## config.mk

```make
export PLATFORM = sky130hd
export DESIGN_NAME = ais_hdlc_rx_ctrl
export DESIGN_NICKNAME = d
export VERILOG_FILES = /design/src/rtl/ais_hdlc_rx_ctrl.sv
export SDC_FILE = /design/constraint.sdc
export NUM_CORES = 1
export LEC_CHECK = 0
export CORE_MARGIN = 2
export CORE_UTILIZATION = 55
export DETAILED_ROUTE_END_ITERATION = 6
export HOLD_SLACK_MARGIN = 0.03
export PLACE_DENSITY = 0.89
export SLEW_MARGIN = 20
export SYNTH_ARGS = -nofsm -noshare
export SYNTH_HDL_FRONTEND = slang
export SYNTH_SLANG_ARGS = --single-unit
```

## constraint.sdc

```tcl
create_clock -name sclk -period 4.8 [get_ports sclk]
set_input_delay 1.2 -clock sclk [delete_from_list [all_inputs] [get_ports sclk]]
set_output_delay 1.2 -clock sclk [all_outputs]
set_load 0.01 [all_outputs]
```

## src/rtl/ais_hdlc_rx_ctrl.sv

```systemverilog
// AIS HDLC receive frame controller: NRZI decode, flag hunt, zero-bit destuffing and LSB-first byte framing.
// Define CRC16_CHECK_EN to add the CRC-16/X.25 FCS check; otherwise crc_ok is tied high.
module ais_hdlc_rx_ctrl #(
  parameter int MAX_BYTES = 64,
  parameter int MIN_BYTES = 3
) (
  input  logic       sclk,
  input  logic       rst,
  input  logic       bit_vld,
  input  logic       data_demo,
  output logic       data_denrzi,
  output logic [7:0] byte_data,
  output logic       byte_vld,
  output logic       frame_sof,
  output logic       frame_eof,
  output logic       frame_err,
  output logic [7:0] frame_len,
  output logic       crc_ok
);

  typedef enum logic [1:0] {
    HUNT = 2'd0,
    FLAG = 2'd1,
    DATA = 2'd2
  } state_t;

  localparam logic [7:0] MAX_B = 8'(MAX_BYTES);
  localparam logic [7:0] MIN_B = 8'(MIN_BYTES);

  state_t     state_q;
  logic       prev_q;
  logic [2:0] ones_q;
  logic [2:0] bit_cnt_q;
  logic [7:0] byte_cnt_q;
  logic [7:0] shift_q;
  logic       data_denrzi_q;
  logic [7:0] byte_data_q;
  logic       byte_vld_q;
  logic       frame_sof_q;
  logic       frame_eof_q;
  logic       frame_err_q;
  logic [7:0] frame_len_q;

  logic       dec_s;
  logic       is_flag_s;
  logic       is_abort_s;
  logic       is_stuff_s;
  logic       in_data_s;
  logic       flag_abort_s;
  logic       abort_s;
  logic       close_s;
  logic       data_bit_s;
  logic       byte_done_s;
  logic       ovf_s;
  logic       emit_s;
  logic       eof_s;
  logic       close_err_s;
  logic [2:0] ones_d;
  logic [7:0] shift_d;

  // Decode the current bit and classify it against the run of preceding ones.
  always_comb begin
    dec_s        = ~(data_demo ^ prev_q);
    is_flag_s    = (dec_s == 1'b0) && (ones_q == 3'd6);
    is_abort_s   = (dec_s == 1'b1) && (ones_q == 3'd6);
    is_stuff_s   = (dec_s == 1'b0) && (ones_q == 3'd5);
    ones_d       = dec_s ? ((ones_q == 3'd7) ? 3'd7 : ones_q + 3'd1) : 3'd0;
    shift_d      = {dec_s, shift_q[7:1]};
    // After a flag, the first non-flag, non-abort bit is already frame content.
    in_data_s    = (state_q == DATA) || ((state_q == FLAG) && !is_flag_s && !is_abort_s);
    flag_abort_s = bit_vld && (state_q == FLAG) && is_abort_s;
    abort_s      = bit_vld && in_data_s && is_abort_s;
    close_s      = bit_vld && in_data_s && is_flag_s;
    data_bit_s   = bit_vld && in_data_s && !is_stuff_s && !is_flag_s && !is_abort_s;
    byte_done_s  = data_bit_s && (bit_cnt_q == 3'd7);
    ovf_s        = byte_done_s && (byte_cnt_q >= MAX_B);
    emit_s       = byte_done_s && (byte_cnt_q < MAX_B);
    eof_s        = close_s && (bit_cnt_q == 3'd7) && (byte_cnt_q >= MIN_B);
    close_err_s  = close_s && !((bit_cnt_q == 3'd7) && ((byte_cnt_q >= MIN_B) || (byte_cnt_q == 8'd0)));
  end

  // Frame FSM with registered strobes, counters and shifter.
  always_ff @(posedge sclk) begin
    if (rst) begin
      state_q       <= HUNT;
      prev_q        <= 1'b1;
      ones_q        <= 3'd0;
      bit_cnt_q     <= 3'd0;
      byte_cnt_q    <= 8'd0;
      shift_q       <= 8'd0;
      data_denrzi_q <= 1'b0;
      byte_data_q   <= 8'd0;
      byte_vld_q    <= 1'b0;
      frame_sof_q   <= 1'b0;
      frame_eof_q   <= 1'b0;
      frame_err_q   <= 1'b0;
      frame_len_q   <= 8'd0;
    end else begin
      byte_vld_q  <= emit_s;
      frame_sof_q <= emit_s && (byte_cnt_q == 8'd0);
      frame_eof_q <= eof_s;
      frame_err_q <= ovf_s || abort_s || close_err_s;
      if (emit_s) begin
        byte_data_q <= shift_d;
      end
      if (close_s || abort_s || ovf_s) begin
        frame_len_q <= byte_cnt_q;
      end
      if (bit_vld) begin
        prev_q        <= data_demo;
        data_denrzi_q <= dec_s;
        ones_q        <= ones_d;
        case (state_q)
          HUNT: begin
            if (is_flag_s) begin
              state_q    <= FLAG;
              bit_cnt_q  <= 3'd0;
              byte_cnt_q <= 8'd0;
            end
          end
          FLAG, DATA: begin
            if (flag_abort_s || abort_s || ovf_s) begin
              state_q    <= HUNT;
              bit_cnt_q  <= 3'd0;
              byte_cnt_q <= 8'd0;
            end else if (is_flag_s) begin
              state_q    <= FLAG;
              bit_cnt_q  <= 3'd0;
              byte_cnt_q <= 8'd0;
            end else begin
              state_q <= DATA;
              if (data_bit_s) begin
                shift_q   <= shift_d;
                bit_cnt_q <= bit_cnt_q + 3'd1;
                if (emit_s) begin
                  byte_cnt_q <= byte_cnt_q + 8'd1;
                end
              end
            end
          end
          default: begin
            state_q <= HUNT;
          end
        endcase
      end
    end
  end

`ifdef CRC16_CHECK_EN
  logic [15:0] crc_q;
  logic        crc_ok_q;

  function automatic logic [15:0] crc16_byte(input logic [15:0] crc, input logic [7:0] data);
    logic [15:0] c;
    c = crc;
    for (int i = 0; i < 8; i++) begin
      c = (c[0] ^ data[i]) ? ((c >> 1) ^ 16'h8408) : (c >> 1);
    end
    return c;
  endfunction

  // FCS accumulator: restarts at every flag, absorbs each emitted byte.
  always_ff @(posedge sclk) begin
    if (rst) begin
      crc_q    <= 16'hFFFF;
      crc_ok_q <= 1'b0;
    end else begin
      crc_ok_q <= eof_s && (crc_q == 16'hF0B8);
      if (bit_vld && is_flag_s) begin
        crc_q <= 16'hFFFF;
      end else if (emit_s) begin
        crc_q <= crc16_byte(crc_q, shift_d);
      end else begin
        crc_q <= crc_q;
      end
    end
  end

  assign crc_ok = crc_ok_q;
`else
  assign crc_ok = 1'b1;
`endif

  assign data_denrzi = data_denrzi_q;
  assign byte_data   = byte_data_q;
  assign byte_vld    = byte_vld_q;
  assign frame_sof   = frame_sof_q;
  assign frame_eof   = frame_eof_q;
  assign frame_err   = frame_err_q;
  assign frame_len   = frame_len_q;

endmodule

```

# Word-level counts from Yosys, hierarchy flattened
# Index checks and enable logic that the tools add are counted.
[classes] n_div=0 n_bitwise=4 shift=0 addsub=3 magnitude_cmp=3 eq_ne=9 n_reduce_logical=41 mux=17 n_mul=0
[op_table] cell="8-bit two-way mux" n=5
[op_table] cell="1-bit logical AND" n=21
[op_table] cell="3-bit two-way mux" n=6
[op_table] cell="8-bit one-hot mux with 2 select lines" n=1
[op_table] cell="3-bit == test, second input constant" n=4
[op_table] cell="5-bit AND reduction" n=2
[op_table] cell="8-bit by 1-bit adder with 8-bit output, second input constant" n=1
[op_table] cell="8-bit by 2-bit >= comparator with 1-bit output, second input constant" n=1
[op_table] cell="8-bit by 7-bit >= comparator with 1-bit output, second input constant" n=1
[op_table] cell="8-bit logical NOT" n=1
[op_table] cell="1-bit logical OR" n=8
[op_table] cell="8-bit by 7-bit < comparator with 1-bit output, second input constant" n=1
[op_table] cell="4-bit inequality test, second input constant" n=2
[op_table] cell="3-bit by 1-bit adder with 3-bit output, second input constant" n=2
[op_table] cell="2-bit two-way mux" n=3
[op_table] cell="3-bit one-hot mux with 2 select lines" n=1
[op_table] cell="1-bit logical NOT" n=4
[op_table] cell="2-bit one-hot mux with 2 select lines" n=1
[op_table] cell="4-bit AND reduction" n=1
[op_table] cell="1-bit NOT" n=3
[op_table] cell="2-bit by 1-bit == test with 1-bit output, second input constant" n=1
[op_table] cell="2-bit == test, second input constant" n=1
[op_table] cell="2-bit logical NOT" n=1
[op_table] cell="2-bit inequality test, second input constant" n=1
[op_table] cell="other kinds (4)" n=4
[word_totals] ff_bits=46 mem_bits_rw=0 romBits=0 mem_count=0 latchBits=0 elab_cells=90

# Depth between registers and ports, before layout
# Gate-level depths: netlist (run 1).
[logic_depth] word_depth=17 mapped_depth=8 mapped_depth_nobuf=7

# Worst setup path before layout (run 1)
# No wires, ideal clock.
[synth_timing] kind="in2reg" from="input data_demo" to="register frame_len_q[0] (netlist: frame_len[0])" path_slack_ns=2.321 arrival_time_ns=2.350 path_buffers=0 cell_stages=5 path_cell_list="xor2_2 > a311o_1 > o21ai_4 > mux2i_1 > nor2_1"
[synth_via] elab_chain_len=13 word_cells_on_any_way=21
[synth_rtl] item="start: declaration" line="10" rtl="input logic data_demo,"
[synth_rtl] item="1-bit XOR (*)" line="63" rtl="dec_s = ~(data_demo ^ prev_q);"
[synth_rtl] item="1-bit logical AND / 1-bit NOT (equally long branches)" line="64, 63"
[synth_rtl] item="1-bit logical NOT / 1-bit logical AND (equally long branches)" line="70, 74, 65"
[synth_rtl] item="1-bit logical AND / 1-bit logical NOT (equally long branches)" line="70, 74"
[synth_rtl] item="1-bit logical AND" line="70" rtl="in_data_s = (state_q == DATA) || ((state_q == FLAG) && !is_flag_s && !is_abort_s);"
[synth_rtl] item="1-bit logical OR" line="70"
[synth_rtl] item="1-bit logical AND" line="72, 73, 74"
[synth_rtl] item="1-bit logical AND (3 in a row)" line="74" rtl="data_bit_s = bit_vld && in_data_s && !is_stuff_s && !is_flag_s && !is_abort_s;"
[synth_rtl] item="1-bit logical AND" line="75" rtl="byte_done_s = data_bit_s && (bit_cnt_q == 3'd7);"
[synth_rtl] item="1-bit logical AND" line="76" rtl="ovf_s = byte_done_s && (byte_cnt_q >= MAX_B);"
[synth_rtl] item="1-bit logical OR (*)" line="106" rtl="if (close_s || abort_s || ovf_s) begin"
[synth_rtl] item="end signal: assignment" line="107" rtl="frame_len_q <= byte_cnt_q;"
[synth_rtl] item="end: declaration" line="42" rtl="logic [7:0] frame_len_q;"
# Every way passes the cells marked *; elsewhere a longest branch is shown, timed or not.
# A chain may end at the register's enable or synchronous reset.

# Final worst setup path (run 1)
[layout_timing] from="input bit_vld" to="register bit_cnt_q[0]"
[layout_via] elab_chain_len=9 word_cells_on_any_way=15
[layout_rtl] item="start: declaration" line="9" rtl="input logic bit_vld,"
[layout_rtl] item="1-bit logical AND" line="72, 74"
[layout_rtl] item="1-bit logical AND (3 in a row)" line="74"
[layout_rtl] item="1-bit logical AND" line="75"
[layout_rtl] item="1-bit logical AND" line="76"
[layout_rtl] item="1-bit logical OR" line="122" rtl="if (flag_abort_s || abort_s || ovf_s) begin"
[layout_rtl] item="4-bit inequality test (no source line) / 3-bit two-way mux (equally long branches)"
[layout_rtl] item="4-bit AND reduction (no source line) / 3-bit one-hot mux with 2 select lines (equally long branches)"
[layout_rtl] item="end signal: assignment" line="134" rtl="bit_cnt_q <= bit_cnt_q + 3'd1;"
[layout_rtl] item="end: declaration" line="33" rtl="logic [2:0] bit_cnt_q;"
# Several ways; a longest one is shown, not always the timed one.

==> run_results.csv, run 1 <==
group,metric,value,unit
run_status,outcome,"finished, final reports clean",
pwr,ir_worst_vdd,0.205,mV
yosys,syn_inst,224,
setup_path,cpMaxStageDelayCell,"clkdlybuf4s50_1",
yosys,ys_types,46,
timing,finalMaxSlewViolations,0,
timing,slew-limit-headroom,41.5,%
routing,wl,3960,um
routing,vias,1624,
cts,clk_latency,300,ps
timing,fmax,283,MHz
setup_path,crit_type,"in2reg",
flow_run,max_cap_viol_count,0,
yosys,synth_nets,239,
finish,num_antenna_cells,0,
setup_path,r2r_cells,7,
finish,final_cell_mix,"dfxtp_1 (45), nor2_1 (37), mux2i_1 (25), clkdlybuf4s50_1 (24), a21oi_1 (16)",
cts,cts_tree,"built",
routing,viasPerCell,5.56,
timing,final.setup.tns,0,ps
setup_path,cpPeakStageDelay,750,ps
setup_path,path_cells,"clkdlybuf4s50_1 > o21ai_1 > a311o_1 > nor3_2 > a21oi_1 > a211oi_2",
cts,htree_levels,2,
placed_design,port_buffers,24,
cts,cts_inserted_buffers,5,
finish,multi_input_area,1130,um2
floorplan,die_x,66.3,um
setup_path,required,5020,ps
grt,grt_pass1_vias,1449,
routing,wl_per_cell,13.6,um
cts,cts_root_buf,"clkbuf_8",
timing,finalCritPeriodShare,73.5,%
worst_hold_path,hold_path_class,"reg2reg",
cts,holdBufCountCts,0,
timing,rsz0062_at_grt,"false",
timing,setup_viol,0,
placed_design,hpwl,2830,um
finish,layout_commonest_cell,"dfxtp_1",
yosys,ys_seq_area_share,42.3,%
setup_path,cp.arrival,3750,ps
finish,area_delta_synth_final,15.3,%
finish,regArea,901,um2
timing,min_period,3530,ps
grt,grt_pass1_wl,6670,um
cts,ctsResizeCount,0,
routing,drt_iter0_drc,49,
yosys,synth_area,2130,um2
floorplan,start_util,57.8,%
finish,final_util,66.6,%
setup_path,end_kind,"register",
grt,grtUsageTotal,20.0,%
pwr,p_leak,0.000898,uW
yosys,postSynthAreaPerCell,9.52,um2
cts,cts_setup_buffers,0,
finish,layout.nets,259,
floorplan,ios,26,
floorplan,die-height,66.3,um
floorplan,row_count,22,
cts,cts.path.max_buffers,2,
floorplan,core_area,3690,um2
grt,grt_antenna_before_repair,0,
timing,skew,5.69,ps
grt,grt_max_degree,25,
floorplan,dieArea,4390,um2
yosys,ys_ff_latch,45,
setup_path,critPathLaunchType,"input port",
grt,gr-total-overflow,0,
routing,firstDrtPassIters,4,
worst_hold_path,hold_depth,2,
pwr,power_density,260,nW/um2
yosys,yosys_warnings,0,
cts,clkTransAtPathRegs,80,ps
placed_design,placed_cells,285,
routing,antenna_left,0,
routing,drc,0,
timing,worstMarginPinSlew,872,ps
cts,cts_sinks,45,
timing,hold_viol_final,0,
finish,layout-drive-gt1-share,7.79,%
setup_path,critPathMaxFanout,13,
placed_design,finalWeightedCongestion,0.826,
finish,final_cells,292,
finish,fillers,295,
[synth_stat cells, drive strengths merged]
master   instances  area [um2]
o211ai           2        33.8
buf              5        42.5
mux2i           25         250
nand3            6        30.0
or3              4        25.0
o21bai           1        11.3
nand3b           1        7.51
xor2             1        16.3
nor4b            1        8.76
xnor2            1        8.76
nor3b            2        15.0
o41ai            1        16.3
nand4            3        18.8
a22oi            2        15.0
nor4             2        12.5
o311ai           1        8.76
inv              9        33.8
nor2b            2        12.5
o21ba            1        10.0
ha              11         138
conb             1        3.75
a311oi           1        15.0
nor3             4        30.0
a311o            1        10.0
o311a            1        10.0
a21oi           16        80.1
a211o            1        8.76
a32oi            2        17.5
a211oi           3        32.5
nor2            37         139
a41oi            1        8.76
and4b            1        10.0
nand2            9        33.8
and2             1        6.26
o21ai           10        61.3
a2bb2oi          1        8.76
a21o             1        15.0
clkbuf           7        26.3
dfxtp           45         901
[per-layer routing]
metal | up-vias | wire (um) | global-route usage [%]
li1 | 824 | - | -
met1 | 761 | 1850 | 25.9
met2 | 33 | 1820 | 30.9
met3 | 6 | 217 | 5.62
met4 | 0 | 65 | 9.18
met5 | - | 0 | 0
[layout make-up]
cell class | instances | share of cell area (%)
repair buffers | 25 | 10.1
inverters | 9 | 1.37
multi-input cells | 158 | 45.9
flip-flops and latches | 45 | 36.7
clock buffers | 7 | 3.51
well taps | 48 | 2.44
[power by group]
group | switching [uW] | internal [uW] | total (uW)
sequential | 2.42 | 375 | 378
clock | 118 | 114 | 232
combinational | 19.0 | 10.4 | 29.4
total | 140 | 500 | 639
[flip-flops by register name, indices dropped and copies added (netlist names), 2 cells and up]
register    count
state_q         2
frame_len       8
ones_q          3
byte_data       8
byte_cnt_q      8
shift_q         7
bit_cnt_q       3
[final timing paths]
check,endpoint,slack (ps),start
max,bit_cnt_q[0]$_SDFFE_PP0P_,1270,bit_vld
min,bit_cnt_q[2]$_SDFFE_PP0P_,490,bit_cnt_q[2]$_SDFFE_PP0P_
max reg2reg,bit_cnt_q[0]$_SDFFE_PP0P_,2250,ones_q[0]$_SDFFE_PP0P_
min reg2reg,bit_cnt_q[2]$_SDFFE_PP0P_,490,bit_cnt_q[2]$_SDFFE_PP0P_
[metrics by stage]
| step | hold WS (ps) | power, uW | cell area, um2 | setup slack (ps) |
|---|---|---|---|---|
| 5_1_grt | 517 | 661 | 2460 | 1080 |
| 4_1_cts | 485 | 644 | 2460 | 1270 |
| 3_3_place_gp | 466 | 415 | 2370 | 1080 |
| 6_report | 486 | 639 | 2460 | 1270 |
| 3_5_place_dp | 474 | 416 | 2370 | 991 |
| 2_1_floorplan | 457 | 409 | 2130 | 2320 |
[cell families (layout without fill, tap and decap cells)]
group                      count (synthesis)  count (layout)  synth area share [%]
adders and majority gates                 11              11                  6.46
muxes                                     25              25                  11.7
DFF                                       45              45                  42.3
other                                      1               1                 0.176
buffers and inverters                     21              41                  4.81
AOI/OAI and AO/OA                         46              46                  17.0
and+or+nand+nor                           73              73                  16.4
xor gates and xnor gates                   2               2                  1.17
[worst max-delay path: cells and delay by family]
kind                   cells  cell delay (ps)
AO/OA/AOI/OAI              4             1110
AND/OR/NAND/NOR            1              690
buffers and inverters      1              750
Note: power is estimated with default switching activity, not from simulation.
==> run 2, diff against run 1 <==
CORE_UTILIZATION = 49   (was 55)
PLACE_DENSITY = 0.84   (was 0.89)
clock period = 3.1 ns   (was 4.8 ns; I/O delays follow)
==> run 2 against run 1 <==
Compared with the run above:
- via count grew 5.1%
- global-route usage shrank 1.5 points
- critical path depth is the same
- clock power grew 83%
- sequential power grew 55%
- flip-flop and latch count is the same
- sequential share of layout area shrank 1.3 points
- die area grew 11%
- routed wire length grew 5.6%
- combinational power grew 75%
- critical path type unchanged
- largest cell class unchanged
- highest routed layer unchanged
==> run_results.csv, run 2 (synthesis gave the netlist of run 1 again) <==
group,metric,value,unit
finish,layout-drive-gt1-share,11.1,%
grt,grtUsageTotal,18.6,%
run_status,outcome,"finished, final reports clean",
cts,clkTransAtPathRegs,80,ps
worst_hold_path,hold_path_class,"reg2reg",
cts,clk_latency,300,ps
finish,final_cell_mix,"dfxtp_1 (45), nor2_1 (37), mux2i_1 (25), clkdlybuf4s50_1 (24), a21oi_1 (16)",
routing,wl_per_cell,13.8,um
cts,cts_inserted_buffers,5,
pwr,power_density,416,nW/um2
pwr,ir_worst_vdd,0.291,mV
setup_path,crit_type,"in2reg",
cts,cts.path.max_buffers,2,
grt,grt_antenna_before_repair,0,
routing,drt_iter0_drc,88,
finish,layout_commonest_cell,"dfxtp_1",
finish,fillers,339,
setup_path,critPathMaxFanout,10,
floorplan,dieArea,4890,um2
setup_path,required,3330,ps
timing,slew-limit-headroom,43.4,%
setup_path,critPathLaunchType,"input port",
routing,wl,4180,um
pwr,p_leak,0.000951,uW
setup_path,cp.arrival,2990,ps
routing,firstDrtPassIters,4,
timing,worstMarginPinSlew,844,ps
placed_design,placed_cells,295,
cts,holdBufCountCts,0,
cts,cts_setup_buffers,0,
grt,grt_pass1_wl,7410,um
timing,setup_ws,331,ps
floorplan,core_area,4090,um2
floorplan,start_util,52.2,%
placed_design,port_buffers,24,
grt,grt_max_degree,21,
cts,cts_root_buf,"clkbuf_8",
floorplan,die-height,70.0,um
floorplan,die_x,70.0,um
finish,area_delta_synth_final,19.6,%
routing,vias,1707,
setup_path,r2r_slack,660,ps
timing,rsz0062_at_grt,"false",
flow_run,max_cap_viol_count,0,
grt,grt_pass1_vias,1627,
timing,min_period,2770,ps
finish,regArea,901,um2
setup_path,end_kind,"register",
finish,num_antenna_cells,0,
routing,viasPerCell,5.65,
finish,final_util,62.4,%
timing,finalMaxSlewViolations,0,
grt,gr-total-overflow,0,
cts,ctsResizeCount,0,
cts,htree_levels,2,
finish,final_cells,302,
placed_design,finalWeightedCongestion,0.854,
floorplan,row_count,23,
placed_design,place_ws,31.3,ps
timing,hold_viol_final,0,
timing,setup_viol,0,
routing,drc,0,
timing,skew,8.87,ps
routing,antenna_left,0,
timing,finalCritPeriodShare,89.3,%
cts,cts_tree,"built",
floorplan,ios,26,
finish,multi_input_area,1130,um2
placed_design,hpwl,2890,um
timing,final.setup.tns,0,ps
timing,fmax,361,MHz
finish,layout.nets,267,
cts,cts_sinks,45,
==> run 2: routing by layer <==
| metal | vias up | share of wire (%) | track usage (%) |
|---|---|---|---|
| li1 | 842 | - | - |
| met1 | 805 | 48 | 24.1 |
| met2 | 51 | 44 | 29.1 |
| met3 | 9 | 5.7 | 4.76 |
| met4 | 0 | 2.1 | 8.12 |
| met5 | - | 0 | 0 |
==> run 2: layout make-up <==
class	instances	area share, %
Multi-Input combinational cell	158	44.3
Tap cell	50	2.45
Sequential cell	45	35.3
Timing Repair Buffer	33	12.6
Inverter	9	1.32
Clock buffer	5	2.70
Clock inverter	2	1.37
==> run 2: path summary, 6_finish.rpt <==
kind                                                  from  cells after the start                         end
worst min register to register  byte_cnt_q[7]$_SDFFE_PP0P_                      2  byte_cnt_q[7]$_SDFFE_PP0P_
worst max register to register      ones_q[0]$_SDFFE_PP0P_                      7   bit_cnt_q[0]$_SDFFE_PP0P_
worst max-delay path                             data_demo                      6   bit_cnt_q[0]$_SDFFE_PP0P_
worst min-delay path            byte_cnt_q[7]$_SDFFE_PP0P_                      2  byte_cnt_q[7]$_SDFFE_PP0P_
==> run 2: power breakdown <==
part | switching [uW] | internal [uW] | leakage [uW]
sequential | 3.81 | 581 | 0.000363
clock | 190 | 234 | 0.0000540
combinational | 30.0 | 21.4 | 0.000534
total | 224 | 837 | 0.000951
==> run 2: through the flow <==
step / total power [uW] / area [um2] / hold WS [ps]
after floorplan: 633 / 2130 / 457
after global placement: 648 / 2450 / 467
after detailed placement: 649 / 2450 / 483
after CTS: 1070 / 2550 / 494
after global routing: 1100 / 2550 / 523
final: 1060 / 2550 / 491
==> run 2: critical path, stage by stage <==
cell and delay, ps:
clkdlybuf4s50_1 560, xor2_2 180, a311o_1 430, nor3_2 650, a21oi_1 180, a211oi_2 210
